[src/rtl/counter_ctrl_pkg.sv]
// rtl/counter_ctrl_pkg.sv - shared types and constants for the counter control unit
//
// Contents:
//   state_t     : FSM state encoding used by counter_control_unit
//   COUNT_LIMIT : number of values a run emits (0..COUNT_LIMIT-1). The comparison
//                 itself (A < 10) lives in the counter datapath; this constant only
//                 names that bound for readers and benches.
package counter_ctrl_pkg;

  typedef enum logic [2:0] {
    IDLE  = 3'd0,
    CLEAR = 3'd1,
    CHECK = 3'd2,
    EMIT  = 3'd3,
    INCR  = 3'd4,
    DONE  = 3'd5
  } state_t;

  localparam logic [7:0] COUNT_LIMIT = 8'd10;

endpackage

[src/rtl/counter_control_unit.sv]
// rtl/counter_control_unit.sv - Moore FSM sequencing the 8-bit counter datapath
//
// On a start request in IDLE the unit clears the A register, then for every value
// the datapath reports as below ten it enables the output buffer for HOLD_CYCLES
// cycles and increments A. When A reaches ten it pulses done for one cycle.
//
// Parameters:
//   HOLD_CYCLES : cycles OutBufSel stays high per emitted value (1..255)
//   HOLD_W      : width of the hold counter
//
// Ports:
//   clk       in   system clock, rising edge
//   rst       in   asynchronous active-high reset
//   start     in   begin a run (sampled only in IDLE)
//   abort     in   synchronous abort back to IDLE, no done pulse
//   pause     in   hold the run, honoured only in CHECK
//   loop_en   in   auto-restart request (optional feature only)
//   ALt10     in   datapath comparator, A < 10
//   AsrcSel   out  datapath mux select: 0 -> constant 0, 1 -> A+1
//   ALoad     out  datapath A-register load enable
//   OutBufSel out  datapath output-buffer enable
//   busy      out  high in every state except IDLE
//   done      out  one-cycle pulse at the end of a run
//
// Optional feature (macro COUNTER_CTRL_AUTO_RESTART_EN): when defined, DONE moves
// straight to CLEAR while loop_en is high; otherwise loop_en is ignored.
module counter_control_unit #(
  parameter int HOLD_CYCLES = 1,
  parameter int HOLD_W      = $clog2(HOLD_CYCLES + 1)
) (
  input  logic clk,
  input  logic rst,
  input  logic start,
  input  logic abort,
  input  logic pause,
  input  logic loop_en,
  input  logic ALt10,
  output logic AsrcSel,
  output logic ALoad,
  output logic OutBufSel,
  output logic busy,
  output logic done
);
  import counter_ctrl_pkg::*;

  localparam logic [HOLD_W-1:0] HOLD_LAST = HOLD_W'(HOLD_CYCLES - 1);
  localparam logic [HOLD_W-1:0] HOLD_MAX  = HOLD_W'(HOLD_CYCLES);

  state_t            state;
  state_t            state_nxt;
  logic [HOLD_W-1:0] hold_cnt;

`ifndef COUNTER_CTRL_AUTO_RESTART_EN
  // Port kept for a stable interface; nothing consumes it in this build.
  logic unused_loop_en;
  assign unused_loop_en = loop_en;
`endif

  always_ff @(posedge clk or posedge rst) begin
    if (rst) begin
      state <= IDLE;
    end else begin
      state <= state_nxt;
    end
  end

  // Cleared on the way into EMIT; saturates so a long EMIT can never wrap it.
  always_ff @(posedge clk or posedge rst) begin
    if (rst) begin
      hold_cnt <= '0;
    end else if (state == CHECK && state_nxt == EMIT) begin
      hold_cnt <= '0;
    end else if (state == EMIT && hold_cnt != HOLD_MAX) begin
      hold_cnt <= hold_cnt + 1'b1;
    end
  end

  always_comb begin
    state_nxt = state;
    case (state)
      IDLE: begin
        // abort beats a simultaneous start
        if (start && !abort) state_nxt = CLEAR;
      end
      CLEAR: state_nxt = CHECK;
      CHECK: begin
        if (pause)      state_nxt = CHECK;
        else if (ALt10) state_nxt = EMIT;
        else            state_nxt = DONE;
      end
      EMIT: begin
        if (hold_cnt == HOLD_LAST) state_nxt = INCR;
      end
      INCR: state_nxt = CHECK;
      DONE: begin
`ifdef COUNTER_CTRL_AUTO_RESTART_EN
        state_nxt = loop_en ? CLEAR : IDLE;
`else
        state_nxt = IDLE;
`endif
      end
      default: state_nxt = IDLE;
    endcase
    if (abort && state != IDLE) state_nxt = IDLE;
  end

  // Outputs depend on the registered state only.
  always_comb begin
    AsrcSel   = 1'b0;
    ALoad     = 1'b0;
    OutBufSel = 1'b0;
    busy      = 1'b1;
    done      = 1'b0;
    case (state)
      IDLE:  busy = 1'b0;
      CLEAR: ALoad = 1'b1;
      CHECK: ;
      EMIT:  OutBufSel = 1'b1;
      INCR: begin
        AsrcSel = 1'b1;
        ALoad   = 1'b1;
      end
      DONE:  done = 1'b1;
      default: busy = 1'b0;
    endcase
  end

endmodule
[config.mk]
export PLATFORM = sky130hd
export DESIGN_NAME = counter_control_unit
export DESIGN_NICKNAME = d
export VERILOG_FILES = /design/src/rtl/counter_ctrl_pkg.sv /design/src/rtl/counter_control_unit.sv
export SDC_FILE = /design/constraint.sdc
export NUM_CORES = 1
export LEC_CHECK = 0
export CAP_MARGIN = 20
export CELL_PAD_IN_SITES_DETAIL_PLACEMENT = 0
export CELL_PAD_IN_SITES_GLOBAL_PLACEMENT = 1
export CORE_AREA = 8 8 45 47
export CTS_CLUSTER_SIZE = 20
export DETAILED_ROUTE_END_ITERATION = 8
export DIE_AREA = 0 0 53 55
export PLACE_DENSITY_LB_ADDON = 0.1
export SLEW_MARGIN = 30
export SYNTH_ARGS = -nofsm -noshare
export SYNTH_HDL_FRONTEND = slang
export SYNTH_SLANG_ARGS = --single-unit
[constraint.sdc]
create_clock -name clk -period 1.5 [get_ports clk]
set_input_delay 0.375 -clock clk [delete_from_list [all_inputs] [get_ports clk]]
set_output_delay 0.375 -clock clk [all_outputs]
set_load 0.05 [all_outputs]
Word level (Yosys, flattened, before mapping)
Index checks and enable logic that the tools add are counted.

$add $sub $neg: 1. Eq/ne operators: 6. Muxes and demuxes: 13. Bitwise operators: 1. Reductions and logical operators: 10.

Operators by type and width (count): two-way mux 3 bit (5); one-hot mux 3 bit (4 select lines) (1); == test 3 x 2 -> 1 bit, second input constant (3); two-way mux 1 bit (7); == test 3 bit, second input constant (2); OR reduction 5 bit (1); logical AND 1 bit (4); == test 3 x 1 -> 1 bit, second input constant (1); zero test 3 bit (1); nonzero test 3 bit (1); nonzero test 2 bit (1); OR reduction 2 bit (1); adder 1 bit, second input constant (1); zero test 1 bit (1); inverter 1 bit (1).

Flip-flop bits (word level): 4. Bits of input ports: 7. Output and inout bits: 5.

Depth between registers and ports, before layout
Word-level depth: 8. Mapped depth: 4.

Least setup slack after synthesis
Ideal clock, no wire load.

Kind: reg2out. Start: reg state[0]. End: out done. Arrival: 1.678 ns. Required time: 1.125 ns. Path slack: -0.553 ns. Cell stages (with the launch flop): 3. Path buffers: 0. Cells stage by stage: dfrtp_1 > inv_1 > nor3b_1.

Word-level cells in the longest chain between the ends: 2.

RTL lines: start: declaration (line counter_control_unit.sv:49) `state_t state;`; start signal: assignment (line counter_control_unit.sv:63) `state <= state_nxt;`; == test 3 bit (line counter_control_unit.sv:114) `case (state)`; two-way mux 1 bit (line counter_control_unit.sv:114); end: declaration (line counter_control_unit.sv:42) `output logic done`.

No other way between the ends.

Final worst setup path
Start: reg state[2]. End: out ALoad.

Word-level cells in the longest chain between the ends: 3. Elaborated cells between the ends (all ways): 4.

RTL lines: == test 3 bit / == test 3 x 1 -> 1 bit (equally long branches) (line counter_control_unit.sv:114); OR reduction 2 bit (no line) (*); two-way mux 1 bit (*) (line counter_control_unit.sv:114); end: declaration (line counter_control_unit.sv:39) `output logic ALoad,`.

Every way passes the cells marked *; elsewhere a longest branch is shown, timed or not.

==> flow_summary.yaml <==
logic_synthesis:
  yosysTopAreaCellShare: 0.3636
  syn_inst: 31
  async_flop_share: 1.000
  syn_avg_cell_area_sq_um: 8.879
  synth_nets: 38
  synth_cell_types: 17
  synthFlopType: "dfrtp_1"
  yosysWarnings: 0
  synth_commonest_cells: "nor2_1, dfrtp_1, a21oi_1, nor3b_1"
  yosysSeqAreaShare: 0.3636
  yosys.area.top_type: "dfrtp_1"
  synth_most_common_cell: "nor2_1"
  yosys-top-cells-area: "dfrtp_1, buf_6, nor3b_1, nor2_1, a21oi_1"
  synth_edf_count: 0
  synth_area_sq_um: 275.3
  synth-seq-cells: 4
die:
  die_area_sq_mm: 0.002915
  die_w_microns: 53
  start_util: 0.1989
  core_area_sq_mm: 0.001384
  io_pins: 12
  die_h_microns: 55
  rows: 14
finish:
  drive_gt1_frac: 0.5208
  fillers: 141
  syn_to_final_growth_pct: 91.82
  diodes: 0
  nNetsFinal: 57
  fin_area_sq_um: 528.0
  utilization: 0.3816
cts:
  cts_tree: "done"
  cts.clk_slew.worst_paths_ns: 0.04
  clock-sinks: 4
  ctsHoldBuffers: 0
  cts-root-buf: "clkbuf_4"
  htree_levels: 1
  clockBufferDepth: 2
  clk_latency_ns: 0.23
  cts_buffers: 3
setup_path:
  crit_chain: "xnor2_1 > nor2_2 > buf_12"
  start_kind: "flip-flop"
  cpPeakStageDelay_ns: 0.47
  r2r_slack_ns: 0.06
  cp-end-kind: "output port"
  crit_family: "flip-flops"
  cp.arrival_ns: 1.18
  critPathSlowestCell: "dfrtp_2"
  path_max_fanout: 8
  path_depth: 3
  crit_buf_inv: 1
  cp_data_required_time_ns: 1.12
  crit_type: "flip-flop to output port"
  r2r_cells: 3
drt:
  wl_per_cell_microns: 10.88
  drtPass1Iterations: 1
  vias: 292
  detail-route-antenna-nets: 0
  drc: 0
  vias_per_cell: 4.563
  dr.first_iter.drc_count: 0
  finalWirelength_microns: 696
timing:
  setup_viol: 5
  clock_skew_ns: 0.001300
  finalWorstSetupSlack_ns: -0.05689
  min_period_ns: 1.557
  clock.fmax_mhz: 642.3
  slew-limit-headroom: 0.7988
  slew_violations: 0
  post-route-period-util: 1.038
  tightest_slew_ns: 0.2987
  rsz0062_at_grt: "yes"
  hold_viol_final: 0
global_route:
  first_global_vias: 282
  grt_max_degree: 11
  grt_antenna_before_repair: 0
  track_usage: 0.05863
  overflow: 0
  grt_pass1_wl_mm: 1.179
pwr:
  pwr-share-comb: 0.640
  p_int_uw: 595.7
  p_sw_frac: 0.4367
  pwr-share-clk: 0.125
  pwr_density_cell_mw_per_mm2: 2003
  p_leak_uw: 0.0002082
  p_sw_uw: 461.8
  ir_worst_vdd_mv: 0.8228
  pwr-share-seq: 0.235
  power_uw: 1057
placed_design:
  io_buffers: 10
  place_congestion: 0.7476
  dpl_cell_area_sq_um: 455.4
  hpwlAfterDp_microns: 528.5
status:
  violations: "setup timing"
  status: "finished with violations"
hold_path:
  hold_class: "primary input to async pin"
flow_run:
  cap_violations: 0
[registers in the layout (all words and copies together) (netlist names)]
name and flops:
state 3, hold_cnt 1
[through the flow]
step,setup TNS [ns],std cells,setup slack (ns),hold slack (ns)
after detailed placement,-0.1576,58,-0.1308,0.5495
after global routing,-0.5137,64,-0.1172,0.3298
after global placement,-0.1733,58,-0.1266,0.5482
after floorplan,-0.8773,31,-0.1512,0.1411
after CTS,-0.2449,64,-0.06009,0.3115
final,-0.2133,64,-0.05689,0.3168
[final timing paths]
kind / from / endpoint
max in group asynchronous: rst / state[2]
worst min-delay path: rst / state[1]
worst max register to register: state[2] / hold_cnt
min in group clk: hold_cnt / hold_cnt
worst min register to register: hold_cnt / hold_cnt
worst max-delay path: state[2] / ALoad
[layer usage]
metal  share of wire  vias to the layer above  track usage
met3           0.079                        6      0.02674
met2            0.52                       10      0.08789
li1                -                      141            -
met5               0                        -            0
met4           0.055                        0      0.07759
met1            0.35                      135      0.05207
[worst register-to-register path, delay by kind of cell, from the launching register on]
kind	cells	cell delay (ns)
flip-flops	1	0.47
AO/OA/AOI/OAI	1	0.29
buffers and inverters	1	0.16
AND/OR/NAND/NOR	1	0.39
[area by class of cell]
type | instances | area [sq um] | area share
inverter | 2 | 7.507 | 0.01422
tap | 16 | 20.02 | 0.03791
sequential | 4 | 103.9 | 0.1967
multi-input combinational | 23 | 178.9 | 0.3389
clock buffer | 3 | 22.52 | 0.04265
timing repair buffer | 16 | 195.2 | 0.3697
[cells in the final DEF, fill, tap and decap left out]
| master | instances |
|---|---|
| a21oi_1 | 2 |
| a21oi_2 | 1 |
| a22oi_1 | 1 |
| buf_12 | 5 |
| buf_4 | 6 |
| clkbuf_4 | 3 |
| clkdlybuf4s50_1 | 5 |
| dfrtp_1 | 1 |
| dfrtp_2 | 3 |
| inv_1 | 1 |
| inv_2 | 1 |
| nand2_1 | 2 |
| nand3b_1 | 1 |
| nor2_1 | 4 |
| nor2_2 | 1 |
| nor2b_1 | 1 |
| nor3_2 | 1 |
| nor3b_1 | 1 |
| nor3b_2 | 1 |
| nor3b_4 | 2 |
| o21ai_0 | 1 |
| o21ba_2 | 1 |
| o32a_1 | 1 |
| or3b_1 | 1 |
| xnor2_1 | 1 |
[repair_timing]
item                       4_1_cts  5_1_grt
setup buffers                    3        0
pin swaps                        1        1
setup endpoints to repair        5        5
resized for setup                6        3
[kinds of logic after synthesis]
kind of cell	share of synthesized area
XOR/XNOR	0.03182
AND/OR/NAND/NOR	0.3227
buffers and inverters	0.1091
AO/OA/AOI/OAI	0.1727
flip-flops	0.3637
[power by group through the flow]
stage / Clock [uW] / Combinational, uW / Sequential [uW]
after floorplan: 0 / 386 / 187
after global placement: 0 / 594 / 232
after detailed placement: 0 / 597 / 229
after CTS: 140 / 661 / 237
after global routing: 154 / 720 / 259
final: 132 / 677 / 249
(Power assumes the default switching activity.)
